==> src/rtl/serial_add_pkg.sv <==
// rtl/serial_add_pkg.sv - shared state encoding and counter sizing for the bit-serial adder
package serial_add_pkg;

   typedef enum logic [1:0] {
      IDLE = 2'd0,
      RUN  = 2'd1,
      DONE = 2'd2
   } state_e;

   // A 1-bit counter is still needed when the operand width is very small.
   function automatic int cnt_width(input int n);
      return (n > 1) ? $clog2(n) : 1;
   endfunction

endpackage

==> src/rtl/fa_1bit.sv <==
// rtl/fa_1bit.sv - combinational full-adder cell, time-shared by the serial sequencer
module fa_1bit (
   input  logic a,
   input  logic b,
   input  logic c,
   output logic sum,
   output logic carry
);

   assign sum   = a ^ b ^ c;
   assign carry = (a & b) | (c & (a ^ b));

endmodule

==> src/rtl/serial_add_ctrl.sv <==
// rtl/serial_add_ctrl.sv - bit-serial N-bit adder sequencer with start/done handshake
// Optional subtract mode (sub port) is built when SERIAL_SUB_EN is defined.
module serial_add_ctrl
   import serial_add_pkg::*;
#(
   parameter int N = 4
) (
   input  logic         clk,
   input  logic         rst_n,
`ifdef SERIAL_SUB_EN
   input  logic         sub,
`endif
   input  logic         start,
   input  logic [N-1:0] a,
   input  logic [N-1:0] b,
   input  logic         cin,
   output logic         busy,
   output logic         done,
   output logic [N-1:0] sum,
   output logic         cout
);

   localparam int CW = cnt_width(N);
   localparam logic [CW-1:0] LAST_CNT = CW'(N - 1);

   state_e          state_q, state_d;
   logic [CW-1:0]   cnt_q, cnt_d;
   logic [N-1:0]    a_sh_q, a_sh_d;
   logic [N-1:0]    b_sh_q, b_sh_d;
   // Only N-1 result bits are stored: the final bit comes straight from the cell.
   logic [N-2:0]    res_q, res_d;
   logic            carry_q, carry_d;
   logic [N-1:0]    sum_q, sum_d;
   logic            cout_q, cout_d;

   logic            sub_i;
   logic            fa_sum, fa_carry;
   logic [N-1:0]    res_shift;
   logic            accept;

`ifdef SERIAL_SUB_EN
   assign sub_i = sub;
`else
   assign sub_i = 1'b0;
`endif

   fa_1bit u_fa (
      .a     (a_sh_q[0]),
      .b     (b_sh_q[0]),
      .c     (carry_q),
      .sum   (fa_sum),
      .carry (fa_carry)
   );

   assign res_shift = {fa_sum, res_q};
   assign accept    = start && ((state_q == IDLE) || (state_q == DONE));

   always_comb begin
      state_d = state_q;
      cnt_d   = cnt_q;
      a_sh_d  = a_sh_q;
      b_sh_d  = b_sh_q;
      res_d   = res_q;
      carry_d = carry_q;
      sum_d   = sum_q;
      cout_d  = cout_q;

      case (state_q)
         IDLE: begin
            if (accept) begin
               state_d = RUN;
            end
         end
         RUN: begin
            a_sh_d  = a_sh_q >> 1;
            b_sh_d  = b_sh_q >> 1;
            res_d   = res_shift[N-1:1];
            carry_d = fa_carry;
            cnt_d   = cnt_q + CW'(1);
            if (cnt_q == LAST_CNT) begin
               sum_d   = res_shift;
               cout_d  = fa_carry;
               cnt_d   = '0;
               state_d = DONE;
            end
         end
         DONE: begin
            state_d = accept ? RUN : IDLE;
         end
         default: begin
            state_d = IDLE;
         end
      endcase

      // Subtraction is a + ~b + 1, so invert B and force the carry at capture.
      if (accept) begin
         a_sh_d  = a;
         b_sh_d  = sub_i ? ~b : b;
         carry_d = sub_i ? 1'b1 : cin;
         res_d   = '0;
         cnt_d   = '0;
      end
   end

   always_ff @(posedge clk) begin
      if (!rst_n) begin
         state_q <= IDLE;
         cnt_q   <= '0;
         a_sh_q  <= '0;
         b_sh_q  <= '0;
         res_q   <= '0;
         carry_q <= 1'b0;
         sum_q   <= '0;
         cout_q  <= 1'b0;
      end else begin
         state_q <= state_d;
         cnt_q   <= cnt_d;
         a_sh_q  <= a_sh_d;
         b_sh_q  <= b_sh_d;
         res_q   <= res_d;
         carry_q <= carry_d;
         sum_q   <= sum_d;
         cout_q  <= cout_d;
      end
   end

   assign busy = (state_q == RUN);
   assign done = (state_q == DONE);
   assign sum  = sum_q;
   assign cout = cout_q;

endmodule

==> config.mk <==
export PLATFORM = sky130hd
export DESIGN_NAME = serial_add_ctrl
export DESIGN_NICKNAME = d
export VERILOG_FILES = /design/src/rtl/serial_add_pkg.sv /design/src/rtl/fa_1bit.sv /design/src/rtl/serial_add_ctrl.sv
export SDC_FILE = /design/constraint.sdc
export NUM_CORES = 1
export LEC_CHECK = 0
export ABC_CLOCK_PERIOD_IN_PS = 1620
export BUFFER_PORTS_ARGS = -buffer_cell sky130_fd_sc_hd__buf_2
export CAP_MARGIN = 15
export CORE_UTILIZATION = 35
export DETAILED_ROUTE_END_ITERATION = 6
export GPL_ROUTABILITY_DRIVEN = 0
export HOLD_SLACK_MARGIN = 0.05
export SLEW_MARGIN = 5
export SYNTH_ARGS = -nofsm -noshare
export SYNTH_HDL_FRONTEND = slang
export SYNTH_SLANG_ARGS = --single-unit
==> constraint.sdc <==
create_clock -name clk -period 1.62 [get_ports clk]
set_input_delay 0.162 -clock clk [delete_from_list [all_inputs] [get_ports clk]]
set_output_delay 0.162 -clock clk [all_outputs]
set_load 0.02 [all_outputs]
* Word-level counts from Yosys, hierarchy flattened
Cells that the tools add are included.
Word-level totals: output and inout port bits 7, bits in registers 21, word-level logic and storage cells 38
Operators by class: reductions and logical operators 7, add/sub/neg operators 1, bitwise gates (word level) 6, eq/ne operators 5, muxes and demuxes 11
Operator list (number):
- $mux 4 | 4
- $mux 2 | 3
- $pmux 2 s3 | 1
- $eq 2x2->1 const B | 2
- $reduce_and 2->1 | 2
- $mux 1 | 3
- $add 2x1->2 const B | 1
- $and 1x1->1 | 2
- $eq 2x1->1 const B | 1
- $logic_not 2->1 | 1
- $ne 2x1->1 const B | 1
- $ne 2x2->1 const B | 1
- $reduce_bool 2->1 | 1
- $reduce_or 2->1 | 1
- $xor 1x1->1 | 2
- $logic_and 1x1->1 | 1
- $logic_or 1x1->1 | 1
- $not 1->1 | 1
- $or 1x1->1 | 1

* Depth between registers and ports, before layout
Gate-level depths: netlist of the first run.
word-level depth 5, depth in mapped cells 6

* Cells and area by module
A second synthesis of the first run with hierarchy kept.
Second synthesis, totals: cells, all modules 100, area total of the unflattened synthesis 864.6 um^2
By module, submodules not included:
- serial_add_ctrl | cells an instance 99, area an instance 844.6 um^2, instances 1
- fa_1bit | cells an instance 1, area an instance 20.0 um^2, instances 1

* Worst setup path after synthesis of the first run
No wires, ideal clock.
path kind register -> register, start register cnt_q[0], end register cnt_q[0], setup time 0.070 ns, stages on the path, launching flop included 5, setup slack 0.444 ns, buffers on the path 1, arrival time 1.106 ns, data required time 1.550 ns, path through dfxtp_1 > ha_1 > clkbuf_1 > or3_1 > a21oi_1
On the way: word-level cells in the longest chain between the ends 2
RTL lines:
- from (decl) | line serial_add_ctrl.sv:27 | logic [CW-1:0] cnt_q, cnt_d;
- from (signal assigned) | line serial_add_ctrl.sv:117 | cnt_q <= cnt_d;
- $add 2x1->2 / $eq 2x2->1 (equally long branches) | line serial_add_ctrl.sv:79, serial_add_ctrl.sv:80
- $mux 2 (*) | line serial_add_ctrl.sv:80 | if (cnt_q == LAST_CNT) begin
Every way passes the cells marked *; elsewhere a longest branch is shown, timed or not. A chain may end at the register's enable or synchronous reset.

* Worst setup path after layout of the first run
start register state_q[0], end output port busy
On the way: word-level cells in the longest chain between the ends 1
RTL lines:
- from (decl) | line serial_add_ctrl.sv:26 | state_e state_q, state_d;
- from (signal assigned) | line serial_add_ctrl.sv:116 | state_q <= state_d;
- $eq 2x1->1 | line serial_add_ctrl.sv:127 | assign busy = (state_q == RUN);
- to (decl) | line serial_add_ctrl.sv:17 | output logic busy,
No other way between the ends.

==> results of run 1 <==
## layout make-up
cell class / instances / share of cell area, %
Tap cell: 28 / 3.576
Sequential cell: 21 / 42.91
Inverter: 1 / 0.6386
Timing Repair Buffer: 19 / 9.962
Clock buffer: 4 / 2.682
Multi-Input combinational cell: 71 / 40.23
## layout by cell type (no fill, tap or decap), types with 2 or more instances in the layout
master,netlist,routed
a31oi_1,2,2
o21ai_0,3,3
a22oi_1,2,2
nand3_1,7,7
nand2b_1,2,2
buf_2,2,18
a21boi_0,7,7
nor2_1,3,3
clkbuf_4,0,3
dfxtp_1,21,21
nand2_1,24,24
nor3_1,3,3
o221ai_1,3,3
a21oi_1,7,7
and2b_1,2,2
## layer usage
layer,vias up,routed length [um]
met5,-,0
met4,0,13
met3,2,101
met2,25,840
met1,339,734
li1,375,-
## worst max-delay path, delay by kind of cell, from the launching register on
kind | cells | cell delay [ps]
DFF | 1 | 400
buffers and inverters | 2 | 400
and+or+nand+nor | 1 | 170
## path summary, 6_finish.rpt
| kind | startpoint | to | cells after the start | slack [ps] |
|---|---|---|---|---|
| worst min-delay path | a[3] | a_sh_q[3] | 3 | 80 |
| worst max register to register | cnt_q[0] | sum[3] | 4 | 390 |
| worst max-delay path | state_q[0] | busy | 3 | 180 |
| worst min register to register | a_sh_q[3] | a_sh_q[3] | 2 | 460 |
## report_power, final
group / switching, mW / internal (mW)
combinational: 0.0678 / 0.0461
clock: 0.159 / 0.0961
sequential: 0.0159 / 0.540
total: 0.242 / 0.683
## cells by family (layout without fill, tap and decap cells)
family	after synthesis	after routing	share of synthesized area, %
AOI/OAI and AO/OA	24	24	18.09
adders and majority gates	2	2	3.763
buffers and inverters	8	24	5.789
DFF	21	21	48.62
and+or+nand+nor	45	45	23.73
## state kept, by name, summed over array words and instances, names as in the netlist
name / count
a_sh_q: 4
b_sh_q: 4
sum: 4
res_q: 3
cnt_q: 2
state_q: 2
carry_q: 1
cout: 1
## metrics by stage
step | setup WS [ps] | hold slack [ps] | instance area (um2) | instances
5_1_grt | 67.11 | 89.78 | 979.7 | 144
3_5_place_dp | 391.4 | 408.2 | 953.4 | 140
2_1_floorplan | 444.4 | 295.7 | 864.6 | 100
3_3_place_gp | 403.8 | 402.9 | 953.4 | 140
4_1_cts | 165.3 | 67.65 | 979.7 | 144
6_report | 180.0 | 76.88 | 979.7 | 144
==> results.sh, run 1 <==
export IMPL_drtAntennaViolNets=0
export IMPL_drt_iter0_drc=4
export IMPL_fin_crit_sh_pct=88.89
export IMPL_use_met1_pct=17.66
export IMPL_slew_viol_final=0
export IMPL_grt_pass1_wl_um=2870
export IMPL_synth_most_common_cell="nand2_1"
export IMPL_n_fill_cell=246
export IMPL_overflow=0
export IMPL_fp_dieW_um=51.70
export IMPL_finalSetupTns_ps=0
export IMPL_drt_total_wl_um=1689
export IMPL_synth_commonest_cells="24 x nand2_1, 21 x dfxtp_1, 7 x a21boi_0, 7 x a21oi_1, 7 x nand3_1"
export IMPL_htree_levels=1
export IMPL_cts_resized=0
export IMPL_postCtsSetupBuffers=0
export IMPL_synth_area_top_cells="dfxtp_1 49%, nand2_1 10%, a21boi_0 6.1%"
export IMPL_io_pins=19
export IMPL_arrival_ps=1280
export IMPL_firstDrtPassIters=4
export IMPL_critPathMaxStageDelay_ps=400
export IMPL_slowest_stage="dfxtp_1"
export IMPL_path_max_fanout=18
export IMPL_synth_edf_count=0
export IMPL_core_mm2=0.002276
export IMPL_required_ps=1460
export IMPL_p_leak_nw=0.3942
export IMPL_ys_ff_latch=21
export IMPL_cts_root_buf="clkbuf_4"
export IMPL_finish_utilization_pct=43.05
export IMPL_async_reset_ff_share_pct=0
export IMPL_cts_buffers=3
export IMPL_setup_viol=0
export IMPL_worst_clock_skew_ps=5.214
export IMPL_vias_per_cell=5.146
export IMPL_met2_usage_pct=25.32
export IMPL_synth_avg_cell_area_um2=8.646
export IMPL_groute_usage_overall_pct=15.10
export IMPL_grt_busiest_layer="met2"
export IMPL_layout_drive_gt1_share_pct=19.83
export IMPL_synth_main_ff_cell="dfxtp_1"
export IMPL_cts_sinks=21
export IMPL_wire_per_inst_um=11.73
export IMPL_hpwl_um=1165
export IMPL_finalPower_mw=0.9249
export IMPL_max_slew_margin_pct=71.85
export IMPL_synth_top_area_cell="dfxtp_1"
export IMPL_fin_crit_ps=1440
export IMPL_antenna_found_initial=0
export IMPL_endpoint_kind="primary output"
export IMPL_vias=741
export IMPL_port_buffers=18
export IMPL_syn2layout_area_growth_pct=13.31
export IMPL_met3_usage_pct=6.140
export IMPL_num_antenna_cells=0
export IMPL_die_y_um=51.70
export IMPL_multiInputGateArea_um2=394.1
export IMPL_synth_top_area_share_pct=48.63
export IMPL_synth_fp_nets=114
export IMPL_status="finished, final reports clean"
export IMPL_min_path_type="in2reg"
export IMPL_worstPathCellList="nand2b_1, inv_4, buf_2"
export IMPL_drv_cap=0
export IMPL_fmax_mhz=694.5
export IMPL_grt_pass1_vias=662
export IMPL_clk_latency_ps=300
export IMPL_peakVddDrop_mv=0.6055
export IMPL_drcViolationCount=0
export IMPL_row_count=17
export IMPL_syn_inst=100
export IMPL_cp_start_kind="flop"
export IMPL_clkTransAtPathRegs_ps=120
export IMPL_yosys_warnings=0
export IMPL_power_density_mw_per_mm2=944.1
export IMPL_max_slew_worst_pin_slew_ps=422.3
export IMPL_tritoncts="done"
export IMPL_regArea_um2=420.4
export IMPL_die_area_mm2=0.002673
export IMPL_ys_seq_area_share_pct=48.63
export IMPL_start_util_pct=37.99
export IMPL_clockBufferDepth=2
export IMPL_layout_nets=131
export IMPL_grt_max_degree=19
export IMPL_ctsHoldBuffers=0
export IMPL_yosysUniqueCellTypes=23
export IMPL_rsz0062_at_grt="false"
export IMPL_finalHoldViolations=0
export IMPL_syn_cell_area_um2=864.6
export IMPL_worstSetupPathType="reg2out"
(Power assumes the default switching activity.)
==> run 2: changes to the inputs <==
--- a/config.mk
+++ b/config.mk
@@ -8,9 +8,11 @@
 export ABC_CLOCK_PERIOD_IN_PS = 1620
 export BUFFER_PORTS_ARGS = -buffer_cell sky130_fd_sc_hd__buf_2
 export CAP_MARGIN = 15
+export CORE_ASPECT_RATIO = 0.6
 export CORE_UTILIZATION = 35
 export DETAILED_ROUTE_END_ITERATION = 6
 export GPL_ROUTABILITY_DRIVEN = 0
+export GPL_TIMING_DRIVEN = 1
 export HOLD_SLACK_MARGIN = 0.05
 export SLEW_MARGIN = 5
 export SYNTH_ARGS = -nofsm -noshare
==> run 2 against run 1 <==
Effect of this change: clock-buffer cell count shrank 1; die area rose by 0.25%; power increased by 9.5%; cell area grew 3.1%; largest power group unchanged; critical endpoint unchanged.
==> results.sh, run 2 (synthesis gave the netlist of run 1 again) <==
export IMPL_clockBufferDepth=2
export IMPL_dp_slack_ps=385.7
export IMPL_vias_per_cell=4.687
export IMPL_drt_total_wl_um=1712
export IMPL_place_inst=143
export IMPL_wl_met3_um=107
export IMPL_port_buffers=18
export IMPL_final_cells=147
export IMPL_status="finished, final reports clean"
export IMPL_slew_viol_final=0
export IMPL_drt_iter0_drc=42
export IMPL_endpoint_kind="primary output"
export IMPL_p_leak_nw=0.4102
export IMPL_wire_per_inst_um=11.65
export IMPL_finalHoldViolations=0
export IMPL_power_density_mw_per_mm2=1003
export IMPL_cts_resized=0
export IMPL_max_slew_margin_pct=68.54
export IMPL_wl_met1_um=918
export IMPL_worst_clock_skew_ps=9.392
export IMPL_ctsHoldBuffers=0
export IMPL_hpwl_um=1211
export IMPL_drv_cap=0
export IMPL_layout_common_cells="24 x nand2_1, 21 x dfxtp_1, 18 x buf_2"
export IMPL_tritoncts="done"
export IMPL_regArea_um2=420.4
export IMPL_max_slew_worst_pin_slew_ps=471.9
export IMPL_critPathMaxStageDelay_ps=320
export IMPL_dr_wl_met2_um=665
export IMPL_drtAntennaViolNets=0
export IMPL_postCtsSetupBuffers=0
export IMPL_num_antenna_cells=0
export IMPL_peakVddDrop_mv=0.4237
export IMPL_layout_drive_gt1_share_pct=21.37
export IMPL_drcViolationCount=0
export IMPL_finalSetupTns_ps=0
export IMPL_overflow=0
export IMPL_grt_pass1_vias=629
export IMPL_firstDrtPassIters=4
export IMPL_fmax_mhz=676.7
export IMPL_layout_nets=132
export IMPL_rsz0062_at_grt="false"
export IMPL_core_mm2=0.002245
export IMPL_fin_crit_ps=1478
export IMPL_layout_setup_ws_ps=142.2
export IMPL_setup_viol=0
export IMPL_cts_sinks=21
export IMPL_groute_usage_overall_pct=15.15
export IMPL_cts_root_buf="clkbuf_8"
export IMPL_hold_ws_ps=125.5
export IMPL_clkTransAtPathRegs_ps=80
export IMPL_arrival_ps=1320
export IMPL_multiInputGateArea_um2=394.1
export IMPL_worstPathCellList="nand2b_1, inv_4, buf_2"
export IMPL_path_max_fanout=18
export IMPL_slowest_stage="dfxtp_1"
export IMPL_grt_max_degree=19
export IMPL_cpLargestDelayFamily="buffers and inverters"
export IMPL_vias=689
export IMPL_cts_buffers=3
export IMPL_clk_latency_ps=260
export IMPL_worstSetupPathType="reg2out"
export IMPL_antenna_found_initial=0
export IMPL_fp_dieW_um=66.17
export IMPL_cp_start_kind="flop"
export IMPL_mostFrequentLayoutCell="nand2_1"
export IMPL_required_ps=1460
export IMPL_min_path_type="in2reg"
export IMPL_grt_pass1_wl_um=2822
export IMPL_start_util_pct=38.52
export IMPL_die_area_mm2=0.002680
export IMPL_fin_crit_sh_pct=91.22
export IMPL_row_count=13
export IMPL_die_y_um=40.50
export IMPL_critPathBufInv=2
export IMPL_syn2layout_area_growth_pct=16.79
export IMPL_top_layer="met4"
export IMPL_io_pins=19
export IMPL_htree_levels=1
export IMPL_n_fill_cell=224
[run 2: changes by cell type in the layout (fill, tap and decap cells not counted)]
cell | previous run | this run
buf_4 | 1 | 2
clkbuf_1 | 1 | 0
clkbuf_4 | 3 | 0
clkbuf_8 | 0 | 3
clkinv_2 | 0 | 1
[run 2: worst paths after layout]
kind	from	to	slack, ps	depth (start not counted)
hold reg to reg	res_q[0]	res_q[0]	460	2
hold / removal	a[3]	a_sh_q[3]	130	3
setup / recovery	state_q[1]	busy	140	3
setup reg to reg	state_q[0]	cnt_q[0]	390	3
[run 2: cell type report]
class / count / area share, %
Clock buffer: 3 / 4.089
Clock inverter: 1 / 0.4957
Inverter: 1 / 0.6196
Multi-Input combinational cell: 71 / 39.03
Sequential cell: 21 / 41.64
Tap cell: 30 / 3.717
Timing Repair Buffer: 20 / 10.41
[run 2: stage by stage]
stage               power [mW]  utilization (%)  instance area (um2)
floorplan               0.6543                -                864.6
global placement        0.6825            42.92                963.4
detailed placement      0.6818            42.92                963.4
CTS                      1.024            44.98                 1010
global route             1.074            44.98                 1010
finish                   1.013            44.98                 1010
[run 2: worst register-to-register path: stages, from the launching register on]
cell	delay (ps)
dfxtp_1	370
nand2b_1	420
nand2_1	210
a21oi_1	160
[run 2: report_power, final]
part / switching (mW) / internal (mW) / leakage, nW
Combinational: 0.0689 / 0.0462 / 0.213
Clock: 0.170 / 0.171 / 0.0255
Sequential: 0.0156 / 0.540 / 0.171
Total: 0.255 / 0.758 / 0.410
[run 2: layer usage]
| metal | vias up | track usage [%] |
|---|---|---|
| met1 | 296 | 19.40 |
| li1 | 376 | - |
| met4 | 0 | 6.915 |
| met5 | - | 0 |
| met2 | 12 | 22.70 |
| met3 | 5 | 5.966 |
